===== src/rtl/serial_magnitude_comparator_pkg.sv =====
// magcmp_pkg: shared types and helpers for the serial magnitude comparator
// Contents: cmp_state_t (FSM state), cmp_result_t (g/e/s flags), cnt_width (digit counter width)
package magcmp_pkg;

    typedef enum logic [0:0] {IDLE, RUN} cmp_state_t;

    typedef struct packed {
        logic g;
        logic e;
        logic s;
    } cmp_result_t;

    function automatic int cnt_width(input int n);
        return (n < 2) ? 1 : $clog2(n);
    endfunction

endpackage


===== src/rtl/serial_magnitude_comparator_if.sv =====
// serial_magnitude_comparator_if: start/busy/done handshake, operands and result flags
// Signals:
//   start, signed_mode, a, b  requester -> comparator
//   busy, done, g, e, s       comparator -> requester
// Modports: master (requester), slave (comparator)
interface serial_magnitude_comparator_if #(
    parameter int WIDTH = 8
);

    logic             start;
    logic             signed_mode;
    logic [WIDTH-1:0] a;
    logic [WIDTH-1:0] b;
    logic             busy;
    logic             done;
    logic             g;
    logic             e;
    logic             s;

    modport master (
        output start, signed_mode, a, b,
        input  busy, done, g, e, s
    );

    modport slave (
        input  start, signed_mode, a, b,
        output busy, done, g, e, s
    );

endinterface


===== src/rtl/serial_magnitude_comparator_digit_comparator.sv =====
// digit_comparator: combinational g/e/s compare of two DIGIT-bit unsigned slices
// Ports:
//   x, y  in   DIGIT-bit slices
//   r     out  result flags (x>y, x==y, x<y)
module digit_comparator
    import magcmp_pkg::*;
#(
    parameter int DIGIT = 2
) (
    input  logic [DIGIT-1:0] x,
    input  logic [DIGIT-1:0] y,
    output cmp_result_t      r
);

    always_comb begin
        r.g = x > y;
        r.e = x == y;
        r.s = x < y;
    end

endmodule


===== src/rtl/serial_magnitude_comparator.sv =====
// serial_magnitude_comparator: multi-cycle MSB-first magnitude compare, DIGIT bits per clock
// Ports:
//   clk  in  clock, rising edge
//   rst  in  asynchronous reset, active-high
//   bus  slave modport: start/signed_mode/a/b in, busy/done/g/e/s out
// Config macro CMP_EARLY_TERM_EN: leave RUN on the first differing digit instead of after all N digits.
module serial_magnitude_comparator
    import magcmp_pkg::*;
#(
    parameter int WIDTH = 8,
    parameter int DIGIT = 2
) (
    input logic                        clk,
    input logic                        rst,
    serial_magnitude_comparator_if.slave bus
);

    localparam int N  = WIDTH / DIGIT;
    localparam int CW = cnt_width(N);

    cmp_state_t       state;
    logic [CW-1:0]    cnt;
    logic [WIDTH-1:0] sa;
    logic [WIDTH-1:0] sb;
    logic             decided;
    logic             done;
    cmp_result_t      first;
    cmp_result_t      res;
    cmp_result_t      dr;
    cmp_result_t      fin;
    logic             last;
    logic             term;

    digit_comparator #(.DIGIT(DIGIT)) u_digit (
        .x(sa[WIDTH-1 -: DIGIT]),
        .y(sb[WIDTH-1 -: DIGIT]),
        .r(dr)
    );

    // Until a difference is seen the live digit result is either "equal so far" or the decision itself.
    always_comb begin
        last = cnt == CW'(N - 1);
        fin  = decided ? first : dr;
`ifdef CMP_EARLY_TERM_EN
        term = last || !dr.e;
`else
        term = last;
`endif
    end

    always_ff @(posedge clk or posedge rst) begin
        if (rst) begin
            state   <= IDLE;
            cnt     <= '0;
            sa      <= '0;
            sb      <= '0;
            decided <= 1'b0;
            first   <= '0;
            res     <= '0;
            done    <= 1'b0;
        end else begin
            done <= 1'b0;
            if (state == IDLE) begin
                if (bus.start) begin
                    // Flipping the sign bit maps two's-complement order onto unsigned order.
                    sa      <= bus.a ^ {bus.signed_mode, {(WIDTH-1){1'b0}}};
                    sb      <= bus.b ^ {bus.signed_mode, {(WIDTH-1){1'b0}}};
                    cnt     <= '0;
                    decided <= 1'b0;
                    state   <= RUN;
                end
            end else begin
                sa  <= sa << DIGIT;
                sb  <= sb << DIGIT;
                cnt <= cnt + CW'(1);
                if (!decided && !dr.e) begin
                    decided <= 1'b1;
                    first   <= dr;
                end
                if (term) begin
                    res   <= fin;
                    done  <= 1'b1;
                    state <= IDLE;
                end
            end
        end
    end

    assign bus.busy = state == RUN;
    assign bus.done = done;
    assign bus.g    = res.g;
    assign bus.e    = res.e;
    assign bus.s    = res.s;

endmodule

===== src/flat_wrapper.sv =====
// flat-port wrapper written by rule: the top's interface ports become plain ports
module serial_magnitude_comparator_flat import magcmp_pkg::*;
#(
    parameter int WIDTH = 8,
    parameter int DIGIT = 2
)
  (clk, rst, bus_start, bus_signed_mode, bus_a, bus_b, bus_busy, bus_done, bus_g, bus_e, bus_s);
  serial_magnitude_comparator_if #(.WIDTH(WIDTH)) bus_i ();
  input logic clk;
  input logic rst;
  input wire logic [$bits(bus_i.start)-1:0] bus_start;
  input wire logic [$bits(bus_i.signed_mode)-1:0] bus_signed_mode;
  input wire logic [$bits(bus_i.a)-1:0] bus_a;
  input wire logic [$bits(bus_i.b)-1:0] bus_b;
  output wire logic [$bits(bus_i.busy)-1:0] bus_busy;
  output wire logic [$bits(bus_i.done)-1:0] bus_done;
  output wire logic [$bits(bus_i.g)-1:0] bus_g;
  output wire logic [$bits(bus_i.e)-1:0] bus_e;
  output wire logic [$bits(bus_i.s)-1:0] bus_s;
  assign bus_i.start = bus_start;
  assign bus_i.signed_mode = bus_signed_mode;
  assign bus_i.a = bus_a;
  assign bus_i.b = bus_b;
  assign bus_busy = bus_i.busy;
  assign bus_done = bus_i.done;
  assign bus_g = bus_i.g;
  assign bus_e = bus_i.e;
  assign bus_s = bus_i.s;
  serial_magnitude_comparator #(.WIDTH(WIDTH), .DIGIT(DIGIT)) u_core (.clk(clk), .rst(rst), .bus(bus_i));
endmodule

===== config.mk =====
export PLATFORM = sky130hd
export DESIGN_NAME = serial_magnitude_comparator_flat
export DESIGN_NICKNAME = d
export VERILOG_FILES = /design/src/rtl/serial_magnitude_comparator_pkg.sv /design/src/rtl/serial_magnitude_comparator_if.sv /design/src/rtl/serial_magnitude_comparator_digit_comparator.sv /design/src/rtl/serial_magnitude_comparator.sv /design/src/flat_wrapper.sv
export SDC_FILE = /design/constraint.sdc
export NUM_CORES = 1
export LEC_CHECK = 0
export ABC_CLOCK_PERIOD_IN_PS = 4600
export CAP_MARGIN = 20
export CORE_MARGIN = 5
export CORE_UTILIZATION = 35
export DETAILED_ROUTE_END_ITERATION = 10
export GPL_ROUTABILITY_DRIVEN = 0
export GPL_TIMING_DRIVEN = 0
export PLACE_DENSITY = 0.64
export SETUP_SLACK_MARGIN = 0.4
export SYNTH_ARGS = -nofsm -noshare
export SYNTH_HDL_FRONTEND = slang
export SYNTH_SLANG_ARGS = --single-unit

===== constraint.sdc =====
create_clock -name clk -period 4.6 [get_ports clk]
set_clock_uncertainty 0.2 [all_clocks]
set_input_delay 0.69 -clock clk [delete_from_list [all_inputs] [get_ports clk]]
set_output_delay 0.69 -clock clk [all_outputs]
set_load 0.03 [all_outputs]

==> impl_metrics.env <==
export IMPL_root_buffer="clkbuf_8"
export IMPL_regToRegStartpoint="u_core.sb[7]$_DFFE_PP0P_"
export IMPL_syn_instance_count=113
export IMPL_r2r_end="u_core.first[2]$_DFFE_PP0P_"
export IMPL_synthesis_nets=136
export IMPL_final_common_cell="dfrtp_1"
export IMPL_period_share_pct=47.77
export IMPL_final_max_slew_viol_count=0
export IMPL_worstPathArrival_ps=1310
export IMPL_rsz0062_at_grt="no"
export IMPL_die_y_um=70.56
export IMPL_power_per_cell_area_mw_per_mm2=538.5
export IMPL_vias_per_cell=4.725
export IMPL_path_delay_family="buffers and inverters"
export IMPL_path_depth=1
export IMPL_grt_max_degree=28
export IMPL_fp_dieW_um=70.56
export IMPL_cp_start_kind="flop"
export IMPL_wl_mm=2.316
export IMPL_hold_start="u_core.sb[4]$_DFFE_PP0P_"
export IMPL_synth_edff_count=0
export IMPL_antenna_found_initial=0
export IMPL_period_minus_slack_ps=2197
export IMPL_layout_common_cells="dfrtp_1 (27), clkdlybuf4s50_1 (23), mux2i_1 (18)"
export IMPL_synth_top_area_cell="dfrtp_1"
export IMPL_drtAntennaViolNets=0
export IMPL_critPathSlowestCell="clkdlybuf4s50_1"
export IMPL_worst_hold_path_num_cells=2
export IMPL_cts_hold_buf=0
export IMPL_cts_clk_slew_worst_paths_ps=90
export IMPL_io_pins=25
export IMPL_clk_latency_ps=270
export IMPL_min_to="u_core.sb[6]$_DFFE_PP0P_"
export IMPL_clk_path_buf_depth=2
export IMPL_antennaDiodeCount=0
export IMPL_worst_hold_slack_ps=286.8
export IMPL_rows=22
export IMPL_hp_class="reg -> reg"
export IMPL_areaGrowthSynthToFinish_pct=27.29
export IMPL_gr_total_overflow=0
export IMPL_cp_max_fo=2
export IMPL_endpoint_kind="output pin"
export IMPL_reg2reg_depth=5
export IMPL_core_region_area_mm2=0.003606
export IMPL_grt_usage_pct=9.920
export IMPL_cts_buffers=3
export IMPL_ir_worst_vdd_v=0.0002611
export IMPL_first_pass_iters=4
export IMPL_syn_area_per_cell_um2=11.36
export IMPL_worst_pin_slew_ps=523.5
export IMPL_dieArea_mm2=0.004979
export IMPL_cp_slowest_stage_delay_ps=670
export IMPL_worst_ep_required_time_ps=3710
export IMPL_status="finished clean"
export IMPL_netlist_area_mm2=0.001284
export IMPL_yosys_top_cells_area="dfrtp_1 (53%), mux2i_1 (14%), nand2_1 (4.7%)"
export IMPL_post_cts_resized=0
export IMPL_yosys_cell_types_count=25
export IMPL_synth_top_area_share_pct=52.63
export IMPL_postCtsSetupBuffers=0
export IMPL_yosysWarnings=0
export IMPL_clock_sinks=27
export IMPL_place_hpwl_mm=1.752
export IMPL_cts_tree="yes"
export IMPL_grt_pass1_wl_mm=4.029
export IMPL_hold_viol_final=0
export IMPL_final_nets=165
export IMPL_routed_via_count=893
export IMPL_cts_max_level=1
export IMPL_max_freq_mhz=455.1
export IMPL_power_leakage_nw=0.7576
export IMPL_crit_chain="clkdlybuf4s50_1"
export IMPL_async_flop_share_pct=100.0
export IMPL_path_class="reg -> out"
export IMPL_drc_errors=0
export IMPL_drive_gt1_share_pct=13.48
export IMPL_grt_pass1_vias=921
export IMPL_r2r_slack_ps=2990
export IMPL_first_iter_violations=18
export IMPL_fin_setup_tns_ps=0
export IMPL_synth_seq_cells=27
export IMPL_finalInstanceArea_mm2=0.001634
export IMPL_portBuffers=23
export IMPL_initial_core_util_pct=35.60
export IMPL_ys_flop_type="dfrtp_1"
export IMPL_cp_num_buf_inv=1
export IMPL_placed_area_mm2=0.001574
export IMPL_relSlewSlack_pct=65.06
export IMPL_seq_area_frac_synth_pct=52.63
export IMPL_setup_viol=0
export IMPL_wire_per_inst_um=12.25
export IMPL_maxCapViolations=0
## cells by family (layout without fill, tap and decap cells)
family	Yosys count	count (layout)	synth area share, %
buf+inv	13	41	6.724
fa+ha+maj	3	3	2.924
compound gates	21	21	10.62
simple gates	27	27	9.942
xor+xnor	2	2	1.365
mux	20	20	15.79
flops	27	27	52.63
## metal layers
layer	track usage (%)	vias to the layer above	wire, µm
met5	0	-	0
met4	0.6263	0	7
met3	3.409	2	107
met2	18.19	21	1212
met1	11.77	432	988
li1	-	438	-
## metrics by stage
stage | utilization, % | setup WS, ps | total power, mW | instances
final | 45.32 | 2403 | 0.8799 | 189
after global routing | 45.32 | 2366 | 0.9561 | 189
after CTS | 44.90 | 2391 | 0.8929 | 188
after detailed placement | 43.65 | 2441 | 0.7602 | 184
after global placement | 43.65 | 2479 | 0.7470 | 184
after floorplan | - | 3048 | 0.6456 | 113
## worst max path at each step
stage,startpoint,end
finish,u_core.bus.busy$_DFF_PP0_,bus_busy
global route,u_core.bus.busy$_DFF_PP0_,bus_busy
CTS,u_core.bus.busy$_DFF_PP0_,bus_busy
detailed placement,rst,u_core.sb[3]$_DFFE_PP0P_
global placement,rst,u_core.sb[2]$_DFFE_PP0P_
floorplan,u_core.sb[7]$_DFFE_PP0P_,u_core.first[2]$_DFFE_PP0P_
## power by group
group	switching [mW]	internal, mW
combinational	0.194	0.180
clock	0.0682	0.0619
sequential	0.0517	0.324
total	0.314	0.566
## registers in the layout, indices dropped and copies added, names as in the netlist
signal and flops:
u_core.sb 8, u_core.bus.done 1, u_core.decided 1, u_core.first 3, u_core.cnt 2, u_core.bus.busy 1, u_core.sa 8, u_core.bus.e 1
u_core.bus.s 1, u_core.bus.g 1
## area by class of cell
type                       instances  area [µm²]
buffer                             7       63.81
clock buffer                       4       45.04
fill                             337        1972
inverter                           6       22.52
multi-input combinational         73       521.8
sequential                        27       675.6
tap                               48       60.06
timing repair buffer              24       245.2
## cell usage after synthesis, drive strengths merged, types with 3 or more instances
library cell / number
nand2: 16
inv: 6
dfrtp: 27
nor2: 6
o21ai: 14
ha: 3
mux2i: 18
buf: 7
Power figures use the tool's default switching activity.
